### src/rtl/atomrvcore_pkg.sv
// rtl/atomrvcore_pkg.sv - shared types for the atomRVCORE hazard controller
// Purpose: operand-select codes, controller FSM states, scoreboard entry type
//          and the register-match helper used by the comparator.
// Ports:   none (package).
package atomrvcore_pkg;

  localparam int unsigned REG_AW      = 5;
  localparam int unsigned FLUSH_CNT_W = 2;

  typedef enum logic [1:0] {
    FWD_RF = 2'd0,
    FWD_EX = 2'd1,
    FWD_WB = 2'd2
  } fwd_sel_e;

  typedef enum logic [1:0] {
    RUN      = 2'd0,
    FLUSH    = 2'd1,
    MEM_WAIT = 2'd2
  } hzu_state_e;

  typedef struct packed {
    logic [REG_AW-1:0] rd;
    logic              wr;
    logic              ld;
  } sb_entry_t;

  // x0 is hard-wired zero, so it can never carry a dependency.
  function automatic logic sb_hit(input sb_entry_t e, input logic [REG_AW-1:0] rs,
                                  input logic use_rs);
    return use_rs && (rs != '0) && e.wr && (e.rd == rs);
  endfunction

endpackage

### src/rtl/atomrvcore_hzu_match.sv
// rtl/atomrvcore_hzu_match.sv - one source operand compared against the scoreboard
// Purpose: decides whether a source register depends on the EX or WB entry and
//          picks the operand-select code (EX priority over WB).
// Ports:   use_i, rs_i        source operand usage and index
//          ex_i, wb_i         scoreboard entries
//          raw_hit_o          any dependency on an in-flight producer
//          load_use_o         dependency on a load still in EX
//          sel_o              forwarding select for this operand
module atomrvcore_hzu_match
  import atomrvcore_pkg::*;
(
  input  logic              use_i,
  input  logic [REG_AW-1:0] rs_i,
  input  sb_entry_t         ex_i,
  input  sb_entry_t         wb_i,
  output logic              raw_hit_o,
  output logic              load_use_o,
  output fwd_sel_e          sel_o
);

  logic ex_hit;
  logic wb_hit;

  assign ex_hit     = sb_hit(ex_i, rs_i, use_i);
  assign wb_hit     = sb_hit(wb_i, rs_i, use_i);
  assign raw_hit_o  = ex_hit | wb_hit;
  assign load_use_o = ex_hit & ex_i.ld;

  // A load in EX has no data yet, so it falls through to the WB check.
  always_comb begin
    sel_o = FWD_RF;
    if (ex_hit && !ex_i.ld) begin
      sel_o = FWD_EX;
    end else if (wb_hit) begin
      sel_o = FWD_WB;
    end
  end

endmodule

### src/rtl/atomrvcore_hazard_ctrl.sv
// rtl/atomrvcore_hazard_ctrl.sv - IF/ID/EX/WB hazard controller (forwarding, stalls, flushes, freeze)
// Purpose: shadow scoreboard of in-flight destinations, forwarding selects,
//          load-use stall, redirect flush and data-memory freeze.
// Ports:   clk_i, rst_ni                          clock, async active-low reset
//          id_valid_i, id_rs1_i, id_rs2_i,
//          id_use_rs1_i, id_use_rs2_i, id_rd_i,
//          id_rwr_en_i, id_dr_en_i                decoded ID-stage fields
//          ex_redirect_i                          taken branch / jump in EX
//          dmem_ready_i                           data memory access complete
//          fwd1_o, fwd2_o                         operand selects (0 RF, 1 EX, 2 WB)
//          stall_if_o, stall_id_o, bubble_ex_o    load-use stall controls
//          flush_id_o, flush_ex_o                 redirect squash controls
//          freeze_o                               hold every pipeline register
//          stall_cnt_o, flush_cnt_o, freeze_cnt_o saturating event counters,
//                                                 present only with HZU_PERF_CNT_EN
module atomrvcore_hazard_ctrl
  import atomrvcore_pkg::*;
#(
  parameter int unsigned REG_ADRESS_WIDTH = 5,
  parameter int unsigned FLUSH_CYCLES     = 1,
  parameter bit          FWD_EN           = 1'b1
) (
  input  logic                        clk_i,
  input  logic                        rst_ni,
  input  logic                        id_valid_i,
  input  logic [REG_ADRESS_WIDTH-1:0] id_rs1_i,
  input  logic [REG_ADRESS_WIDTH-1:0] id_rs2_i,
  input  logic                        id_use_rs1_i,
  input  logic                        id_use_rs2_i,
  input  logic [REG_ADRESS_WIDTH-1:0] id_rd_i,
  input  logic                        id_rwr_en_i,
  input  logic                        id_dr_en_i,
  input  logic                        ex_redirect_i,
  input  logic                        dmem_ready_i,
  output logic [1:0]                  fwd1_o,
  output logic [1:0]                  fwd2_o,
  output logic                        stall_if_o,
  output logic                        stall_id_o,
  output logic                        bubble_ex_o,
  output logic                        flush_id_o,
  output logic                        flush_ex_o,
  output logic                        freeze_o
`ifdef HZU_PERF_CNT_EN
  ,
  output logic [31:0]                 stall_cnt_o,
  output logic [31:0]                 flush_cnt_o,
  output logic [31:0]                 freeze_cnt_o
`endif
);

  localparam logic [FLUSH_CNT_W-1:0] FLUSH_LOAD = FLUSH_CNT_W'(FLUSH_CYCLES - 1);

  sb_entry_t             ex_q, wb_q;
  hzu_state_e            state_q, state_d;
  hzu_state_e            saved_q, saved_d;
  hzu_state_e            eff_state;
  logic [FLUSH_CNT_W-1:0] cnt_q, cnt_d;

  logic     raw1, raw2, lu1, lu2;
  fwd_sel_e sel1, sel2;
  logic     freeze, flush, stall, hazard;

  atomrvcore_hzu_match u_match_rs1 (
    .use_i      (id_use_rs1_i),
    .rs_i       (id_rs1_i),
    .ex_i       (ex_q),
    .wb_i       (wb_q),
    .raw_hit_o  (raw1),
    .load_use_o (lu1),
    .sel_o      (sel1)
  );

  atomrvcore_hzu_match u_match_rs2 (
    .use_i      (id_use_rs2_i),
    .rs_i       (id_rs2_i),
    .ex_i       (ex_q),
    .wb_i       (wb_q),
    .raw_hit_o  (raw2),
    .load_use_o (lu2),
    .sel_o      (sel2)
  );

  // The scoreboard holds while frozen, so WB.ld stays set for the whole wait
  // and the freeze drops in the same cycle the memory reports ready.
  assign freeze = wb_q.ld & ~dmem_ready_i;

  // Without forwarding every dependency waits until its producer retires.
  assign hazard = FWD_EN ? (lu1 | lu2) : (raw1 | raw2);
  assign stall  = id_valid_i & hazard & ~freeze & ~flush;

  assign fwd1_o      = FWD_EN ? sel1 : FWD_RF;
  assign fwd2_o      = FWD_EN ? sel2 : FWD_RF;
  assign stall_if_o  = stall;
  assign stall_id_o  = stall;
  assign bubble_ex_o = stall;
  assign flush_id_o  = flush;
  assign flush_ex_o  = flush;
  assign freeze_o    = freeze;

  // MEM_WAIT remembers the interrupted state; on release the cycle behaves as
  // that state would, so a redirect held in the frozen EX stage is taken then.
  always_comb begin
    state_d   = state_q;
    saved_d   = saved_q;
    cnt_d     = cnt_q;
    flush     = 1'b0;
    eff_state = (state_q == MEM_WAIT) ? saved_q : state_q;

    if (freeze) begin
      if (state_q != MEM_WAIT) begin
        saved_d = state_q;
        state_d = MEM_WAIT;
      end
    end else if (eff_state == FLUSH && cnt_q != '0) begin
      flush   = 1'b1;
      cnt_d   = cnt_q - 1'b1;
      state_d = (cnt_q == FLUSH_CNT_W'(1)) ? RUN : FLUSH;
    end else if (ex_redirect_i) begin
      // With a single flush cycle the counter loads 0 and FLUSH exits at once.
      flush   = 1'b1;
      cnt_d   = FLUSH_LOAD;
      state_d = FLUSH;
    end else begin
      state_d = RUN;
    end
  end

  always_ff @(posedge clk_i or negedge rst_ni) begin
    if (!rst_ni) begin
      state_q <= RUN;
      saved_q <= RUN;
      cnt_q   <= '0;
    end else begin
      state_q <= state_d;
      saved_q <= saved_d;
      cnt_q   <= cnt_d;
    end
  end

  always_ff @(posedge clk_i or negedge rst_ni) begin
    if (!rst_ni) begin
      ex_q <= '0;
      wb_q <= '0;
    end else if (!freeze) begin
      wb_q <= ex_q;
      if (id_valid_i && !stall && !flush) begin
        ex_q <= '{rd: REG_AW'(id_rd_i), wr: id_rwr_en_i, ld: id_dr_en_i};
      end else begin
        ex_q <= '0;
      end
    end
  end

`ifdef HZU_PERF_CNT_EN
  always_ff @(posedge clk_i or negedge rst_ni) begin
    if (!rst_ni) begin
      stall_cnt_o  <= '0;
      flush_cnt_o  <= '0;
      freeze_cnt_o <= '0;
    end else begin
      if (stall && stall_cnt_o != '1) begin
        stall_cnt_o <= stall_cnt_o + 32'd1;
      end
      if (flush && flush_cnt_o != '1) begin
        flush_cnt_o <= flush_cnt_o + 32'd1;
      end
      if (freeze && freeze_cnt_o != '1) begin
        freeze_cnt_o <= freeze_cnt_o + 32'd1;
      end
    end
  end
`endif

endmodule

### config.mk
export PLATFORM = sky130hd
export DESIGN_NAME = atomrvcore_hazard_ctrl
export DESIGN_NICKNAME = d
export VERILOG_FILES = /design/src/rtl/atomrvcore_pkg.sv /design/src/rtl/atomrvcore_hzu_match.sv /design/src/rtl/atomrvcore_hazard_ctrl.sv
export SDC_FILE = /design/constraint.sdc
export NUM_CORES = 1
export LEC_CHECK = 0
export CORE_MARGIN = 4
export CORE_UTILIZATION = 38
export DETAILED_ROUTE_END_ITERATION = 10
export SLEW_MARGIN = 20
export SYNTH_ARGS = -nofsm -noshare
export SYNTH_HDL_FRONTEND = slang
export SYNTH_SLANG_ARGS = --single-unit
export TNS_END_PERCENT = 5
### constraint.sdc
create_clock -name clk_i -period 2.4 [get_ports clk_i]
set_input_delay 0.48 -clock clk_i [delete_from_list [all_inputs] [get_ports clk_i]]
set_output_delay 0.48 -clock clk_i [all_outputs]
set_load 0.1 [all_outputs]
**Word level (Yosys, flattened, before mapping)**

Cells that the tools add are included.

- Add/subtract/negate cells: 1
- $mul: 0
- Div/mod/pow operators: 0
- $lt $le $gt $ge: 0
- Eq/ne operators: 9
- Shift-type cells: 0
- Multiplexer cells: 16
- Bitwise logic cells: 10
- Reduce and logical (&&, ||, !) cells: 24

Operators with widths:

| kind | count |
|---|---|
| 5-bit == test | 4 |
| 2-bit 2-to-1 mux | 9 |
| 1-bit logical AND | 15 |
| 5-bit nonzero test | 2 |
| 7-bit 2-to-1 mux | 1 |
| 1-bit bitwise AND | 6 |
| 1-bit 2-to-1 mux | 6 |
| 2-bit by 1-bit == test with 1-bit output, second input constant | 2 |
| 2-bit AND reduction | 2 |
| 2-bit nonzero test | 2 |
| 1-bit zero test | 3 |
| 1-bit NOT | 3 |
| 2-bit == test, second input constant | 1 |
| 2-bit by 1-bit inequality test with 1-bit output, second input constant | 1 |
| 2-bit inequality test, second input constant | 1 |
| 2-bit by 1-bit subtractor with 2-bit output, second input constant | 1 |
| 1-bit OR | 1 |

- Register bits: 20
- Latch bits: 0
- Bits in writable memories: 0
- ROM bits: 0
- Memories: 0

**Depth between registers and ports, before layout**

- Depth after elaboration: 13
- Mapped depth: 7
- Gate-level depth less buffers: 5

**By module**

From an unflattened synthesis, not the netlist that was laid out.

- Cell total of the unflattened synthesis: 138
- Area, all modules: 1197.4 um^2

Modules (own cells, without submodules):

| module | instances | cells each | area an instance (um^2) | seq. area each (um^2) |
|---|---|---|---|---|
| atomrvcore_hazard_ctrl | 1 | 94 | 877.1 | 500.5 |
| atomrvcore_hzu_match | 2 | 22 | 160.2 | 0.0 |

**Least setup slack after synthesis**

No wires, ideal clock.

- Path kind: input to output
- Start point: input port id_rs1_i[1]
- End point: output port fwd1_o[1]
- Arrival time: 5.562 ns
- Data required time: 1.920 ns
- Path slack: -3.642 ns
- Cell stages on the path: 4
- Path buffers: 0
- Path through: xnor2_1 > nand4_1 > nor4_1 > nor3_1

- Longest elaborated chain between the ends: 6

RTL lines:

| item | line | text |
|---|---|---|
| from (decl) | atomrvcore_hazard_ctrl.sv:26 | `input logic [REG_ADRESS_WIDTH-1:0] id_rs1_i,` |
| 5-bit nonzero test | atomrvcore_pkg.sv:31 | `return use_rs && (rs != '0) && e.wr && (e.rd == rs);` |
| 1-bit logical AND (3 in series) | atomrvcore_pkg.sv:31 |  |
| 2-bit 2-to-1 mux / 1-bit logical AND (equally long branches) | atomrvcore_hzu_match.sv:34, atomrvcore_hzu_match.sv:32 |  |
| 2-bit 2-to-1 mux (*) | atomrvcore_hzu_match.sv:32 | `if (ex_hit && !ex_i.ld) begin` |
| to (decl) | atomrvcore_hazard_ctrl.sv:35 | `output logic [1:0] fwd1_o,` |

Mark *: on every way between the ends. The rest lies on a longest branch, timed or not.

**Worst setup path after layout**

- Start point: register ex_q[3] (netlist name)
- End point: output port bubble_ex_o

- Longest elaborated chain between the ends: 7

RTL lines:

| item | line | text |
|---|---|---|
| from (decl) | atomrvcore_hazard_ctrl.sv:53 | `sb_entry_t ex_q, wb_q;` |
| from (signal assigned) | atomrvcore_hazard_ctrl.sv:147 | `ex_q <= '{rd: REG_AW'(id_rd_i), wr: id_rwr_en_i, ld: id_dr_en_i};` |
| 5-bit == test | atomrvcore_pkg.sv:31 |  |
| 1-bit logical AND | atomrvcore_pkg.sv:31 |  |
| 1-bit bitwise AND | atomrvcore_hzu_match.sv:27 | `assign load_use_o = ex_hit & ex_i.ld;` |
| 1-bit OR (*) | atomrvcore_hazard_ctrl.sv:88 | `assign hazard = FWD_EN ? (lu1 \| lu2) : (raw1 \| raw2);` |
| 1-bit bitwise AND (*) (3 in series) | atomrvcore_hazard_ctrl.sv:89 | `assign stall = id_valid_i & hazard & ~freeze & ~flush;` |
| to (decl) | atomrvcore_hazard_ctrl.sv:39 | `output logic bubble_ex_o,` |

Marked as above.

==> impl_metrics.ini <==
[outcome]
result_of_the_run = complete, but fails checks
violated_checks = negative setup slack

[synthesis]
postSynth.asyncResetShare = 1.00
netlist_top_cells_area = dfrtp_1 38%, xnor2_1 8.0%, nand2_1 7.5%
synth_area_per_cell_um2 = 8.90
synthesis.nets = 173
synth_cell_types = 35
mappedNetlistArea_um2 = 1310
synthesis.yosys.warnings = 0
synth.largest_area_cell = dfrtp_1
synth-seq-cells = 20
synthTopCellsByCount = 26 x nand2_1, 20 x dfrtp_1, 12 x xnor2_1, 9 x nand3_1, 8 x xor2_1
netlist.area_leader.share = 0.382
postSynth.topFlopCell = dfrtp_1
count_of_flip_flops_with_a_built_in_enable_after_synthesis = 0
syn-instance-count = 147
synth_sequential_area_ratio = 0.382
synthMostInstantiatedCell = nand2_1

[pwr]
cell_internal_pwr_w = 0.000947
combinationalPowerShare = 0.466
netSwitchingPower_w = 0.000601
total_leakage_power_nw = 0.974
power.clock.fraction = 0.177
power.switching_fraction = 0.388
cellPowerDensity_nw_per_um2 = 685
p_seq_frac = 0.357
vdd_ir_drop_max_uv = 602

[routing]
routed_wire_length_per_instance_um = 15.3
drt-initial-drc-count = 46
ant_nets = 0
first_pass_iters = 4
finalWirelength_mm = 3.90
vias = 1306
via_per_inst = 5.12
detail_route.drc_violations = 0

[flow_run]
drv_cap = 0

[clocking]
clk_path_buf_depth = 2
cts_htree_levels = 1
clk_root_buffer_cell = clkbuf_4
cts.sinks = 20
ctsHoldBuffers = 0
worstSkewPairLatency_ns = 0.30
tritoncts.num_buffers = 3
cts_tree = done
clk_transition_reported_paths_ns = 0.11

[floorplan]
floorplan.io_pins = 34
core_area_um2 = 3340
die_h_um = 66.7
die-area_um2 = 4450
initial_core_util = 0.392
fp-row-count = 21
die_w_um = 66.7

[sta]
hold_violations = 0
post_layout_minimum_cycle_time_ns = 2.64
drv_slew = 0
report.final.setup_viol = 7
finalClockSkew_ns = 0.00392
fmax_ghz = 0.378
worst_slew_pin_slew_ns = 0.384
fin_hold_ws_ns = 0.502
setup_ws_final_ns = -0.245
rsz_0062_raised_after_global_routing = yes
max-slew-margin-rel = 0.744
finalCritPeriodShare = 1.10

[worst_setup_path]
timing.critical_path.required_ns = 1.92
critical_path.endpoint_type = primary output
timing.setup.critical_path_class = flop to primary output
critical_path.startpoint_type = flop
cp_data_arrival_time_ns = 2.16
cp_max_fo = 4

[global_route]
grt_pass1_wl_mm = 6.51
gr-total-overflow = 0
grt.total_usage = 0.191
grt_pass1_vias = 1408
largest_net_degree_at_the_start_of_global_routing = 21
grt_antenna_before_repair = 0

[place]
dpl.hpwl_mm = 3.00
preCtsSetupSlack_ns = -0.481
finalWeightedCongestion = 0.905
port_buffers = 33

[finish]
regArea_um2 = 504
flow.area_growth_from_synthesis_pct = 72.8
area_used_by_multi_input_combinational_logic_um2 = 935
nets = 236
final.fill_count = 280
share_of_cells_above_drive_strength_1 = 0.378
antenna-diode-count = 0

[worst_hold_path]
hp-class = primary input to async pin
-- kinds of logic (layout without fill, tap and decap cells) --
group | count (synthesis) | after routing | share of synthesized area
buffers and inverters | 16 | 78 | 0.0583
adders and majority gates | 2 | 2 | 0.0191
xor gates and xnor gates | 20 | 20 | 0.134
DFF | 20 | 20 | 0.382
AOI/OAI and AO/OA | 27 | 27 | 0.158
and+or+nand+nor | 62 | 62 | 0.249
-- state kept, by name, indices dropped and copies added, names as in the netlist --
register	count
ex_q	7
state_q	2
saved_q	2
wb_q	7
cnt_q	2
-- timing repair --
item                                    CTS  global route
pin swaps                                 5             4
resized for setup                        17             3
setup buffers                             2             1
endpoints found under the setup margin    7             7
-- path summary, 6_finish.rpt --
path	endpoint	from	slack, ns	cells past startpoint
setup / recovery	bubble_ex_o	ex_q[3]	-0.24	6
hold reg to reg	saved_q[0]	state_q[0]	0.51	2
min in group clk_i	saved_q[0]	state_q[0]	0.51	2
max in group asynchronous	ex_q[5]	rst_ni	1.67	2
setup reg to reg	ex_q[2]	ex_q[3]	0.85	5
hold / removal	wb_q[0]	rst_ni	0.50	2
-- cells in the final DEF (no fill, tap or decap), types with 8 or more instances in the layout --
cell type / netlist / routed
nand3_1: 9 / 9
buf_4: 4 / 30
clkdlybuf4s50_1: 0 / 13
buf_12: 0 / 10
dfrtp_1: 20 / 17
dlygate4sd2_1: 0 / 8
nand2_1: 26 / 26
xor2_1: 8 / 8
-- worst max-delay path, cell delays in order (launching register included) --
cell,delay [ns]
dfrtp_2,0.52
xnor2_4,0.21
nand4_1,0.16
or3_4,0.42
a211oi_4,0.21
buf_6,0.16
buf_12,0.17
-- power by group through the flow --
| stage | combinational (W) | sequential (W) | clock (W) |
|---|---|---|---|
| after detailed placement | 0.000697 | 0.000557 | 0 |
| after global routing | 0.000784 | 0.000565 | 0.000301 |
| after CTS | 0.000710 | 0.000550 | 0.000285 |
| final | 0.000721 | 0.000552 | 0.000275 |
| after global placement | 0.000679 | 0.000551 | 0 |
| after floorplan | 0.000466 | 0.000522 | 0 |
-- per-stage QoR --
step	cell area (um2)	cells	setup TNS [ns]	power, W	utilization
final	2260	255	-1.26	0.00155	0.678
after CTS	2240	254	-1.11	0.00155	0.670
after global placement	2170	248	-2.71	0.00123	0.649
after floorplan	1530	147	-2.74	0.000989	-
after global routing	2260	255	-1.68	0.00165	0.678
after detailed placement	2170	248	-2.91	0.00125	0.649
-- metal layers --
layer,vias to the layer above,track usage,wire length [um]
met4,0,0.0533,40
met5,-,0,0
li1,642,-,-
met2,26,0.338,2070
met1,634,0.246,1640
met3,4,0.0202,154
-- layout make-up --
class / instances / area share
Multi-Input combinational cell: 111 / 0.413
Sequential cell: 20 / 0.223
Clock buffer: 3 / 0.00996
Tap cell: 46 / 0.0255
Timing Repair Buffer: 66 / 0.302
Inverter: 8 / 0.0133
Clock inverter: 1 / 0.0133
Note: power is estimated with default switching activity, not from simulation.
